==> src/rtl/road_fighter_pkg.sv <==
// Shared road geometry, sprite sizes, start coordinates and controller state
// encodings for the multi-rival road fighter game.
package road_fighter_pkg;

    localparam int ROAD_LEFT      = 244;
    localparam int ROAD_RIGHT     = 318;
    localparam int CAR_W          = 14;
    localparam int CAR_H          = 16;
    localparam int PLAYER_START_X = 270;
    localparam int PLAYER_Y       = 300;
    localparam int RIVAL_START_X  = 244;
    localparam int RIVAL_START_Y  = 146;
    localparam int RIVAL_EXIT_Y   = 374;
    localparam int RIVAL_X_SPAN   = 61;
    localparam int SCORE_MAX      = 16383;

    typedef enum logic [2:0] {
        ST_START     = 3'd0,
        ST_IDLE      = 3'd1,
        ST_LEFT_CAR  = 3'd2,
        ST_RIGHT_CAR = 3'd3,
        ST_CRASH     = 3'd4,
        ST_GAME_OVER = 3'd5
    } car_state_t;

    // Two CAR_W x CAR_H boxes given by top-left corners; 11-bit math avoids wrap.
    function automatic logic boxes_overlap(input logic [9:0] ax, input logic [9:0] ay,
                                           input logic [9:0] bx, input logic [9:0] by);
        logic [10:0] ax_w, ay_w, bx_w, by_w;
        ax_w = {1'b0, ax};
        ay_w = {1'b0, ay};
        bx_w = {1'b0, bx};
        by_w = {1'b0, by};
        return (ax_w < bx_w + 11'(CAR_W)) && (bx_w < ax_w + 11'(CAR_W)) &&
               (ay_w < by_w + 11'(CAR_H)) && (by_w < ay_w + 11'(CAR_H));
    endfunction

endpackage

==> src/rtl/rival_slot.sv <==
// One rival car slot: holds position and valid bit, descends on rival ticks,
// retires at the bottom of the road and accepts a spawn while idle.
module rival_slot
    import road_fighter_pkg::*;
#(
    parameter int RIVAL_STEP = 2
) (
    input  logic       clk,
    input  logic       rst,
    input  logic       tick_en,
    input  logic       clear_all,
    input  logic       spawn,
    input  logic [9:0] spawn_x,
    output logic [9:0] x,
    output logic [9:0] y,
    output logic       active,
    output logic       retire
);

    assign retire = tick_en && active && (y >= 10'(RIVAL_EXIT_Y));

    // A slot that retires this tick is still active, so it cannot be re-spawned
    // until the following tick.
    always_ff @(posedge clk) begin
        if (rst) begin
            active <= 1'b0;
            x      <= 10'(RIVAL_START_X);
            y      <= 10'(RIVAL_START_Y);
        end else if (clear_all) begin
            active <= 1'b0;
        end else if (tick_en) begin
            if (active) begin
                if (retire) begin
                    active <= 1'b0;
                end else begin
                    y <= y + 10'(RIVAL_STEP);
                end
            end else if (spawn) begin
                active <= 1'b1;
                x      <= spawn_x;
                y      <= 10'(RIVAL_START_Y);
            end
        end
    end

endmodule

==> src/rtl/multi_rival_car_ctrl.sv <==
// Player car controller with several rival car slots: movement FSM, collision
// detection, lives, crash freeze, rival spawning and scoring.
module multi_rival_car_ctrl
    import road_fighter_pkg::*;
#(
    parameter int NUM_RIVALS  = 3,
    parameter int MOVE_DIV    = 4000000,
    parameter int RIVAL_DIV   = 1000000,
    parameter int RIVAL_STEP  = 2,
    parameter int SPAWN_GAP   = 24,
    parameter int START_LIVES = 3,
    parameter int CRASH_TICKS = 50
) (
    input  logic                    clk,
    input  logic                    BTNC,
    input  logic                    BTNL,
    input  logic                    BTNR,
    input  logic [7:0]              random_num,
    output logic [9:0]              car_x_reg,
    output logic [9:0]              car_y_reg,
    output logic [10*NUM_RIVALS-1:0] rival_x_bus,
    output logic [10*NUM_RIVALS-1:0] rival_y_bus,
    output logic [NUM_RIVALS-1:0]   rival_active,
    output logic [2:0]              current_state_out,
    output logic [2:0]              lives,
    output logic [13:0]             score,
    output logic                    game_over
);

    localparam int MW = (MOVE_DIV > 1) ? $clog2(MOVE_DIV) : 1;
    localparam int RW = (RIVAL_DIV > 1) ? $clog2(RIVAL_DIV) : 1;
    localparam int CW = $clog2(CRASH_TICKS + 1);
    localparam int SW = $clog2(SPAWN_GAP + 1);

    car_state_t state, state_next;

    logic [MW-1:0]         move_cnt;
    logic [RW-1:0]         rival_cnt;
    logic [CW-1:0]         crash_cnt;
    logic [SW-1:0]         spawn_cnt;
    logic                  player_tick, rival_tick;
    logic                  playing, hit, crash_event, crash_done, rival_en;
    logic                  any_free, spawn_go;
    logic [NUM_RIVALS-1:0] spawn_sel, retire;
    logic [2:0]            retire_cnt;
    logic [14:0]           score_sum;
    logic [7:0]            rn_mod;
    logic [9:0]            spawn_x;

    assign car_y_reg         = 10'(PLAYER_Y);
    assign current_state_out = state;
    assign game_over         = (state == ST_GAME_OVER);

    assign player_tick = (move_cnt == MW'(MOVE_DIV - 1));
    assign rival_tick  = (rival_cnt == RW'(RIVAL_DIV - 1));

    always_ff @(posedge clk) begin
        if (BTNC) begin
            move_cnt  <= '0;
            rival_cnt <= '0;
        end else begin
            move_cnt  <= player_tick ? '0 : move_cnt + MW'(1);
            rival_cnt <= rival_tick ? '0 : rival_cnt + RW'(1);
        end
    end

    // Collision is evaluated on registered positions only.
    always_comb begin
        hit = ({1'b0, car_x_reg} < 11'(ROAD_LEFT)) ||
              ({1'b0, car_x_reg} + 11'(CAR_W) > 11'(ROAD_RIGHT));
        for (int i = 0; i < NUM_RIVALS; i++) begin
            if (rival_active[i] &&
                boxes_overlap(car_x_reg, car_y_reg, rival_x_bus[10*i +: 10], rival_y_bus[10*i +: 10]))
                hit = 1'b1;
        end
    end

    assign playing     = (state == ST_IDLE) || (state == ST_LEFT_CAR) || (state == ST_RIGHT_CAR);
    assign crash_event = playing && hit;
    assign crash_done  = (state == ST_CRASH) && player_tick && (crash_cnt == CW'(CRASH_TICKS - 1));
    assign rival_en    = rival_tick && !crash_event && (playing || state == ST_START);

    always_comb begin
        state_next = state;
        if (crash_event) begin
            state_next = (lives == 3'd1) ? ST_GAME_OVER : ST_CRASH;
        end else begin
            case (state)
                ST_START:     state_next = ST_IDLE;
                ST_IDLE: begin
                    if (BTNR)      state_next = ST_RIGHT_CAR;
                    else if (BTNL) state_next = ST_LEFT_CAR;
                end
                ST_LEFT_CAR:  if (!BTNL) state_next = ST_IDLE;
                ST_RIGHT_CAR: if (!BTNR) state_next = ST_IDLE;
                ST_CRASH:     if (crash_done) state_next = ST_IDLE;
                ST_GAME_OVER: state_next = ST_GAME_OVER;
                default:      state_next = ST_START;
            endcase
        end
    end

    always_ff @(posedge clk) begin
        if (BTNC) begin
            state     <= ST_START;
            car_x_reg <= 10'(PLAYER_START_X);
            lives     <= 3'(START_LIVES);
            crash_cnt <= '0;
        end else begin
            state <= state_next;
            if (crash_event)
                lives <= lives - 3'd1;
            if (crash_done)
                car_x_reg <= 10'(PLAYER_START_X);
            else if (player_tick && !crash_event && state == ST_LEFT_CAR)
                car_x_reg <= car_x_reg - 10'd1;
            else if (player_tick && !crash_event && state == ST_RIGHT_CAR)
                car_x_reg <= car_x_reg + 10'd1;
            if (state != ST_CRASH)
                crash_cnt <= '0;
            else if (player_tick)
                crash_cnt <= crash_cnt + CW'(1);
        end
    end

    // Spawn decisions use the valid bits from the start of the tick.
    always_comb begin
        spawn_sel = '0;
        any_free  = 1'b0;
        for (int i = 0; i < NUM_RIVALS; i++) begin
            if (!rival_active[i] && !any_free) begin
                spawn_sel[i] = 1'b1;
                any_free     = 1'b1;
            end
        end
    end

    assign spawn_go = rival_en && (spawn_cnt >= SW'(SPAWN_GAP));
    assign rn_mod   = random_num % 8'(RIVAL_X_SPAN);
    assign spawn_x  = 10'(ROAD_LEFT) + {2'b00, rn_mod};

    // The spawning tick counts as the first tick of the next gap; when every
    // slot is busy the counter parks at SPAWN_GAP.
    always_ff @(posedge clk) begin
        if (BTNC) begin
            spawn_cnt <= SW'(SPAWN_GAP);
        end else if (rival_en) begin
            if (spawn_cnt >= SW'(SPAWN_GAP)) begin
                if (any_free)
                    spawn_cnt <= SW'(1);
            end else begin
                spawn_cnt <= spawn_cnt + SW'(1);
            end
        end
    end

    always_comb begin
        retire_cnt = '0;
        for (int i = 0; i < NUM_RIVALS; i++)
            retire_cnt = retire_cnt + 3'(retire[i]);
    end

    assign score_sum = {1'b0, score} + 15'(retire_cnt);

    always_ff @(posedge clk) begin
        if (BTNC)
            score <= '0;
        else if (score_sum > 15'(SCORE_MAX))
            score <= 14'(SCORE_MAX);
        else
            score <= score_sum[13:0];
    end

    for (genvar i = 0; i < NUM_RIVALS; i++) begin : g_slot
        rival_slot #(
            .RIVAL_STEP(RIVAL_STEP)
        ) u_slot (
            .clk      (clk),
            .rst      (BTNC),
            .tick_en  (rival_en),
            .clear_all(crash_done),
            .spawn    (spawn_go && spawn_sel[i]),
            .spawn_x  (spawn_x),
            .x        (rival_x_bus[10*i +: 10]),
            .y        (rival_y_bus[10*i +: 10]),
            .active   (rival_active[i]),
            .retire   (retire[i])
        );
    end

endmodule
==> config.mk <==
export PLATFORM = sky130hd
export DESIGN_NAME = multi_rival_car_ctrl
export DESIGN_NICKNAME = d
export VERILOG_FILES = /design/src/rtl/road_fighter_pkg.sv /design/src/rtl/rival_slot.sv /design/src/rtl/multi_rival_car_ctrl.sv
export SDC_FILE = /design/constraint.sdc
export NUM_CORES = 1
export LEC_CHECK = 0
export ABC_AREA = 1
export CORE_MARGIN = 2
export CORE_UTILIZATION = 57
export CTS_BUF_LIST = sky130_fd_sc_hd__clkbuf_16
export DETAILED_ROUTE_END_ITERATION = 6
export GPL_ROUTABILITY_DRIVEN = 0
export PLACE_DENSITY = 0.79
export SETUP_SLACK_MARGIN = 0.1
export SYNTH_ARGS = -nofsm -noshare
export SYNTH_HDL_FRONTEND = slang
export SYNTH_SLANG_ARGS = --single-unit
==> constraint.sdc <==
create_clock -name clk -period 5.4 [get_ports clk]
set_input_delay 1.35 -clock clk [delete_from_list [all_inputs] [get_ports clk]]
set_output_delay 1.35 -clock clk [all_outputs]
set_load 0.01 [all_outputs]
==> metrics, run 1 <==
outcome finished clean; Met3 Wirelength 1550 um; initial antenna violation count 0; WP depth 31; max-slew violation count 0; die area 0.01831 mm2; share of the synthesized area in the top cell type 28.52%; Post-DP HPWL 18960 um; Tmin final 5.064 ns; via count 9876; buffer and inverter count on the worst path 4; Synth Register Bits 140; Leak Pwr 0.005225 uW; Crit Path Class reg -> reg; first-pass GRT wire length 41920 um; Netlist Area Pre-Place 0.009828 mm2; leading area contributor after synthesis dfxtp_1; final WL 25360 um; Crit-path slowest cell nor4_4; Worst-Margin Slew 0.8520 ns; post-synthesis cell count 1458; number of vias per cell 5.478; ys flop type dfxtp_1; max-cap viol count 0; clock root cell clkbuf_16; Multi-input gate area 0.006037 mm2; asr flop ratio synth 0%; post-route ant nets 0; met2 routed WL 11810 um; initial drt markers 764; Die X 135.3 um; CTS Hold Buffers Added 0; most frequent cells in the layout 318 x nand2_1, 206 x inv_1, 140 x dfxtp_1, 125 x a21oi_1, 114 x nand3_1; share of cells above drive strength 1 6.527%; number of enable flip-flop cells after synthesis 0; Starting Density 57.62%; PortBufs 99; Peak VDD IR 0.2121 mV; crit end category flip-flop; DP Area 0.01101 mm2; worst-path maximum fanout 8; top flop regs g_slot.u_slot.x (27), g_slot.u_slot.y (27), move_cnt (22); family with the most delay on the worst path simple AND/OR/NAND/NOR gates; CP endpoint car_x_reg[9]; final core utilization 68.05%; R2R cell count 31; clock sinks 140; R2R Setup Slk 0.34 ns; RSZ-0062 raised after global routing yes; sequential cell area 0.002803 mm2; Rel. slew slack 42.99%; GRT Total Usage 27.92%; Fmax 197.5 MHz; cell repeated most along the worst path a21oi_1; sequential area share after synthesis 28.52%; fill cell count 1519; synth top area cells dfxtp_1 29%, nand2_1 12%, ha_1 10%; pin count of the biggest net entering global routing 43; Hold Vio Cnt, Final 0; cell area after layout 0.01161 mm2; max incr delay on CP 0.49 ns; Worst R2R End car_x_reg[9]; Hold/Removal Path Class reg -> reg; Core Footprint 0.01706 mm2; Area Overhead vs Synth 18.10%; die height 135.3 um; Nets 1658; maximum root-to-sink buffer count 2; Worst Clk Skew 0.007023 ns; Reg-to-Reg Start car_x_reg[1]; yosys warns 0; Setup crit start car_x_reg[1]; H-tree Lvls 4; Rows 48; DR pass1 iterations 5; commonest non-fill, non-tap cell in the layout nand2_1; fin crit share 93.77%; Setup-failing EPs final 0; met1 WL 11480 um; CP Data Arrival Time 5.41 ns; WL/cell 14.07 um; Residual DRC 0; element type at the critical path start flip-flop; Mean Syn Cell Area 6.741 um2; PD cells 200.8 mW/mm2; clock-pin slew on the worst setup and hold paths 0.06 ns; Ports 116; GRT Residual Overflow 0; Num CTS Buffers 17; Top Layer Used met4; CTS tree done; Yosys cell types 50; number of global-route vias before repair 8957; antenna diode count 0; Worst Path Required 5.75 ns; Worst-Skew Late Latency 0.42 ns
## worst reg2reg max path, delay by kind of cell, from the launching register on
family / cells / cell delay, ns
flops: 1 / 0.33
xor+xnor: 2 / 0.24
compound gates: 11 / 1.54
simple gates: 11 / 1.71
fa+ha+maj: 3 / 0.72
buf+inv: 4 / 0.46
## how the worst min path moves through the flow
stage	from	to	slack, ns	cells after the start
6_report	move_cnt[0]	move_cnt[0]	0.45	1
3_3_place_gp	move_cnt[0]	move_cnt[0]	0.43	1
2_1_floorplan	move_cnt[0]	move_cnt[0]	0.42	1
5_1_grt	move_cnt[0]	move_cnt[0]	0.48	1
3_5_place_dp	move_cnt[0]	move_cnt[0]	0.45	1
4_1_cts	move_cnt[0]	move_cnt[0]	0.46	1
## Yosys cell counts, types with 3 or more instances
| cell type | instances |
|---|---|
| nand4_1 | 27 |
| xor2_1 | 42 |
| clkbuf_1 | 17 |
| or2_2 | 6 |
| nand3b_1 | 9 |
| nor2_4 | 4 |
| nor4_1 | 16 |
| nand3_2 | 3 |
| nand2_4 | 3 |
| nor2_1 | 106 |
| a21oi_1 | 127 |
| o211ai_1 | 8 |
| o31ai_1 | 4 |
| buf_2 | 5 |
| ha_1 | 79 |
| nand2_2 | 12 |
| a211oi_1 | 6 |
| a31oi_1 | 5 |
| nand3_1 | 114 |
| nor3b_1 | 10 |
| and3_1 | 4 |
| dfxtp_1 | 140 |
| o21a_1 | 4 |
| inv_2 | 13 |
| inv_1 | 207 |
| o21ai_0 | 70 |
| nand2_1 | 318 |
| buf_4 | 19 |
| xnor2_1 | 17 |
| o21ai_1 | 3 |
| nor3_1 | 33 |
## cell type report
cell class,instances,share of cell area (%)
clock buffer,17,3.665
clock inverter,15,1.067
inverter,220,7.114
multi-input combinational,1071,52.01
sequential,140,24.15
tap,225,2.425
timing repair buffer,115,9.572
## through the flow
step / cells / power [uW] / setup WS (ns) / TNS, ns / hold WS, ns
final: 1803 / 2330 / 0.3364 / 0 / 0.4529
after global routing: 1803 / 2413 / -0.2462 / -0.2462 / 0.4817
after CTS: 1799 / 2339 / 0.1658 / 0 / 0.4556
after detailed placement: 1767 / 1254 / 0.1904 / 0 / 0.4451
after global placement: 1767 / 1250 / 0.2815 / 0 / 0.4305
after floorplan: 1472 / 1216 / 0.7879 / 0 / 0.4175
## layer usage
| layer | vias up | global-route usage, % |
|---|---|---|
| li1 | 4975 | - |
| met5 | - | 0 |
| met3 | 39 | 5.163 |
| met1 | 4506 | 36.64 |
| met2 | 356 | 47.10 |
| met4 | 0 | 7.928 |
## cell families after synthesis
family | Yosys count | synth area share (%)
simple gates | 674 | 31.41
mux | 1 | 0.1019
compound gates | 240 | 13.42
xor+xnor | 59 | 5.258
other cells | 2 | 0.07641
flops | 140 | 28.52
fa+ha+maj | 81 | 10.46
buf+inv | 261 | 10.76
## power breakdown
group | internal (uW) | leakage (uW) | total, uW | switching, uW
Sequential | 1040 | 0.00113 | 1040 | 5.98
Clock | 630 | 0.000253 | 1090 | 465
Combinational | 60.7 | 0.00384 | 191 | 130
## what timing repair did
action	in CTS	in global routing
buffers inserted	0	4
endpoints found under the setup margin	0	17
resized for setup	0	5
Power figures use the tool's default switching activity.
==> inputs of run 2 (changes only) <==
--- a/config.mk
+++ b/config.mk
@@ -6,12 +6,14 @@
 export NUM_CORES = 1
 export LEC_CHECK = 0
 export ABC_AREA = 1
+export CELL_PAD_IN_SITES_DETAIL_PLACEMENT = 2
+export CELL_PAD_IN_SITES_GLOBAL_PLACEMENT = 2
 export CORE_MARGIN = 2
-export CORE_UTILIZATION = 57
+export CORE_UTILIZATION = 32
 export CTS_BUF_LIST = sky130_fd_sc_hd__clkbuf_16
 export DETAILED_ROUTE_END_ITERATION = 6
 export GPL_ROUTABILITY_DRIVEN = 0
-export PLACE_DENSITY = 0.79
+export PLACE_DENSITY = 0.8
 export SETUP_SLACK_MARGIN = 0.1
 export SYNTH_ARGS = -nofsm -noshare
 export SYNTH_HDL_FRONTEND = slang
==> run 2 against run 1 <==
  * Core utilization is 29 points lower
  * Critical endpoint is now g_slot[2].u_slot.x[6]
  * First-iteration DRC count is 54% lower
  * Flip-flop and latch count stayed put
  * Largest cell class unchanged
  * Critical path type is now in -> reg
==> metrics, run 2 (synthesis results as in run 1) <==
CP Data Arrival Time 5.23 ns (was 5.41 ns); top flop regs g_slot.u_slot.x (27), g_slot.u_slot.y (27), move_cnt (22) (unchanged); most frequent cells in the layout 316 x nand2_1, 209 x inv_1, 137 x dfxtp_1, 122 x a21oi_1, 112 x nand3_1 (was 318 x nand2_1, 206 x inv_1, 140 x dfxtp_1, 125 x a21oi_1, 114 x nand3_1); PortBufs 99 (unchanged); Rows 64 (was 48); clock root cell clkbuf_16 (unchanged); setup TNS 0 ns (unchanged); H-tree Lvls 4 (unchanged); outcome finished clean (unchanged); Hold Vio Cnt, Final 0 (unchanged); Hold/Removal Path Class reg -> reg (unchanged); Num CTS Buffers 17 (unchanged); max-slew violation count 0 (unchanged); GRT Residual Overflow 0 (unchanged); commonest non-fill, non-tap cell in the layout nand2_1 (unchanged); GRT Total Usage 22.09% (was 27.92%); Post-DP HPWL 26520 um (was 18960 um); family with the most delay on the worst path simple AND/OR/NAND/NOR gates (unchanged); Post-Layout Cell Count 1977 (was 1803); Crit Path Class in -> reg (was reg -> reg); Core Footprint 0.03043 mm2 (was 0.01706 mm2); DR pass1 iterations 7 (was 5); Worst Clk Skew 0.01290 ns (was 0.007023 ns); Fmax 203.7 MHz (was 197.5 MHz); cell area after layout 0.01195 mm2 (was 0.01161 mm2); total power 2482 uW (was 2330 uW); clock sinks 140 (unchanged); Ports 116 (unchanged); initial antenna violation count 0 (unchanged); worst-path maximum fanout 10 (was 8); antenna diode count 0 (unchanged); Area Overhead vs Synth 21.62% (was 18.10%); cell repeated most along the worst path nand2_1 (was a21oi_1); first-pass GRT wire length 56000 um (was 41920 um); Rel. slew slack 43.55% (was 42.99%); Crit-path slowest cell clkdlybuf4s50_1 (was nor4_4); DP Cell Count 1943 (was 1767); RSZ-0062 raised after global routing yes (unchanged); maximum root-to-sink buffer count 2 (unchanged); number of global-route vias before repair 10650 (was 8957); fill cell count 3669 (was 1519); die height 179.3 um (was 135.3 um); initial drt markers 350 (was 764); Peak VDD IR 0.2140 mV (was 0.2121 mV); Worst-Margin Slew 0.8437 ns (was 0.8520 ns); Nets 1661 (was 1658); final WL 34830 um (was 25360 um); die area 0.03213 mm2 (was 0.01831 mm2); CTS tree done (unchanged); Setup-failing EPs final 0 (unchanged); Tmin final 4.910 ns (was 5.064 ns); crit end category flip-flop (unchanged); fin crit share 90.93% (was 93.77%); Worst-Skew Late Latency 0.44 ns (was 0.42 ns); Residual DRC 0 (unchanged); Worst Path Required 5.72 ns (was 5.75 ns); buffer and inverter count on the worst path 9 (was 4); pin count of the biggest net entering global routing 42 (was 43); Leak Pwr 0.005316 uW (was 0.005225 uW); max-cap viol count 0 (unchanged); element type at the critical path start input pin (was flip-flop); max incr delay on CP 0.50 ns (was 0.49 ns); share of cells above drive strength 1 7.653% (was 6.527%); DP Area 0.01126 mm2 (was 0.01101 mm2); PD cells 207.7 mW/mm2 (was 200.8 mW/mm2); clock-pin slew on the worst setup and hold paths 0.06 ns (about the same); via count 10120 (was 9876); number of vias per cell 5.121 (was 5.478); Starting Density 32.30% (was 57.62%); post-route ant nets 0 (unchanged); Die X 179.3 um (was 135.3 um); WL/cell 17.62 um (was 14.07 um)
## run 2: cell count changes in the layout (fill, tap and decap cells not counted), moves of 3 or more
cell and delta:
clkinv_4 +4, a21oi_1 -3, a21oi_2 +3, buf_4 +3, clkdlybuf4s50_1 -3, dfxtp_1 -3
dfxtp_2 +3, inv_1 +3, nor2_1 -3, nor2_2 +3
## run 2: report_power, final
group	internal (uW)	switching [uW]	leakage, uW
logic	61.2	143	0.00390
registers	1040	6.19	0.00113
clock network	726	508	0.000288
## run 2: final cells by class
class / count / area [um2] / share of cell area, %
Inverter: 220 / 825.8 / 6.909
Sequential cell: 140 / 2806 / 23.48
Timing Repair Buffer: 118 / 1134 / 9.484
Tap cell: 396 / 495.5 / 4.145
Multi-Input combinational cell: 1071 / 6090 / 50.95
Clock buffer: 17 / 425.4 / 3.559
Clock inverter: 15 / 176.4 / 1.476
## run 2: repair_timing
action / in CTS / in global routing
hold buffers: 0 / 0
endpoints found under the setup margin: 0 / 21
buffers inserted: 0 / 2
resized for setup: 0 / 21
## run 2: path summary, 6_finish.rpt
path	startpoint	end	slack [ns]	cells after the start
setup / recovery	random_num[2]	g_slot[2].u_slot.x[6]	0.49	31
hold / removal	rival_cnt[0]	rival_cnt[0]	0.46	1
setup reg to reg	g_slot[1].u_slot.x[1]	score[12]	0.57	31
hold reg to reg	rival_cnt[0]	rival_cnt[0]	0.46	1
## run 2: through the flow
stage	setup slack (ns)	util (%)	hold slack [ns]
4_1_cts	0.2371	38.98	0.4603
3_3_place_gp	0.2669	37.00	0.4322
6_report	0.4900	39.28	0.4557
3_5_place_dp	-0.02657	37.00	0.4509
5_1_grt	0.06651	39.28	0.4837
2_1_floorplan	0.7879	-	0.4175
## run 2: metal layers
layer	up-vias	track usage, %	routed length (um)
met1	4991	27.28	15470
met5	-	0	0
li1	4974	-	-
met2	126	39.96	17940
met3	33	3.075	964
met4	0	5.780	463
## run 2: worst reg2reg max path: cells and delay by family (launching register included)
kind / cells / cell delay (ns)
XOR/XNOR: 1 / 0.17
adder cells (fa/ha/maj): 5 / 1.30
AND/OR/NAND/NOR: 14 / 1.65
flip-flops: 1 / 0.37
buffers and inverters: 6 / 0.49
AO/OA/AOI/OAI: 5 / 0.75
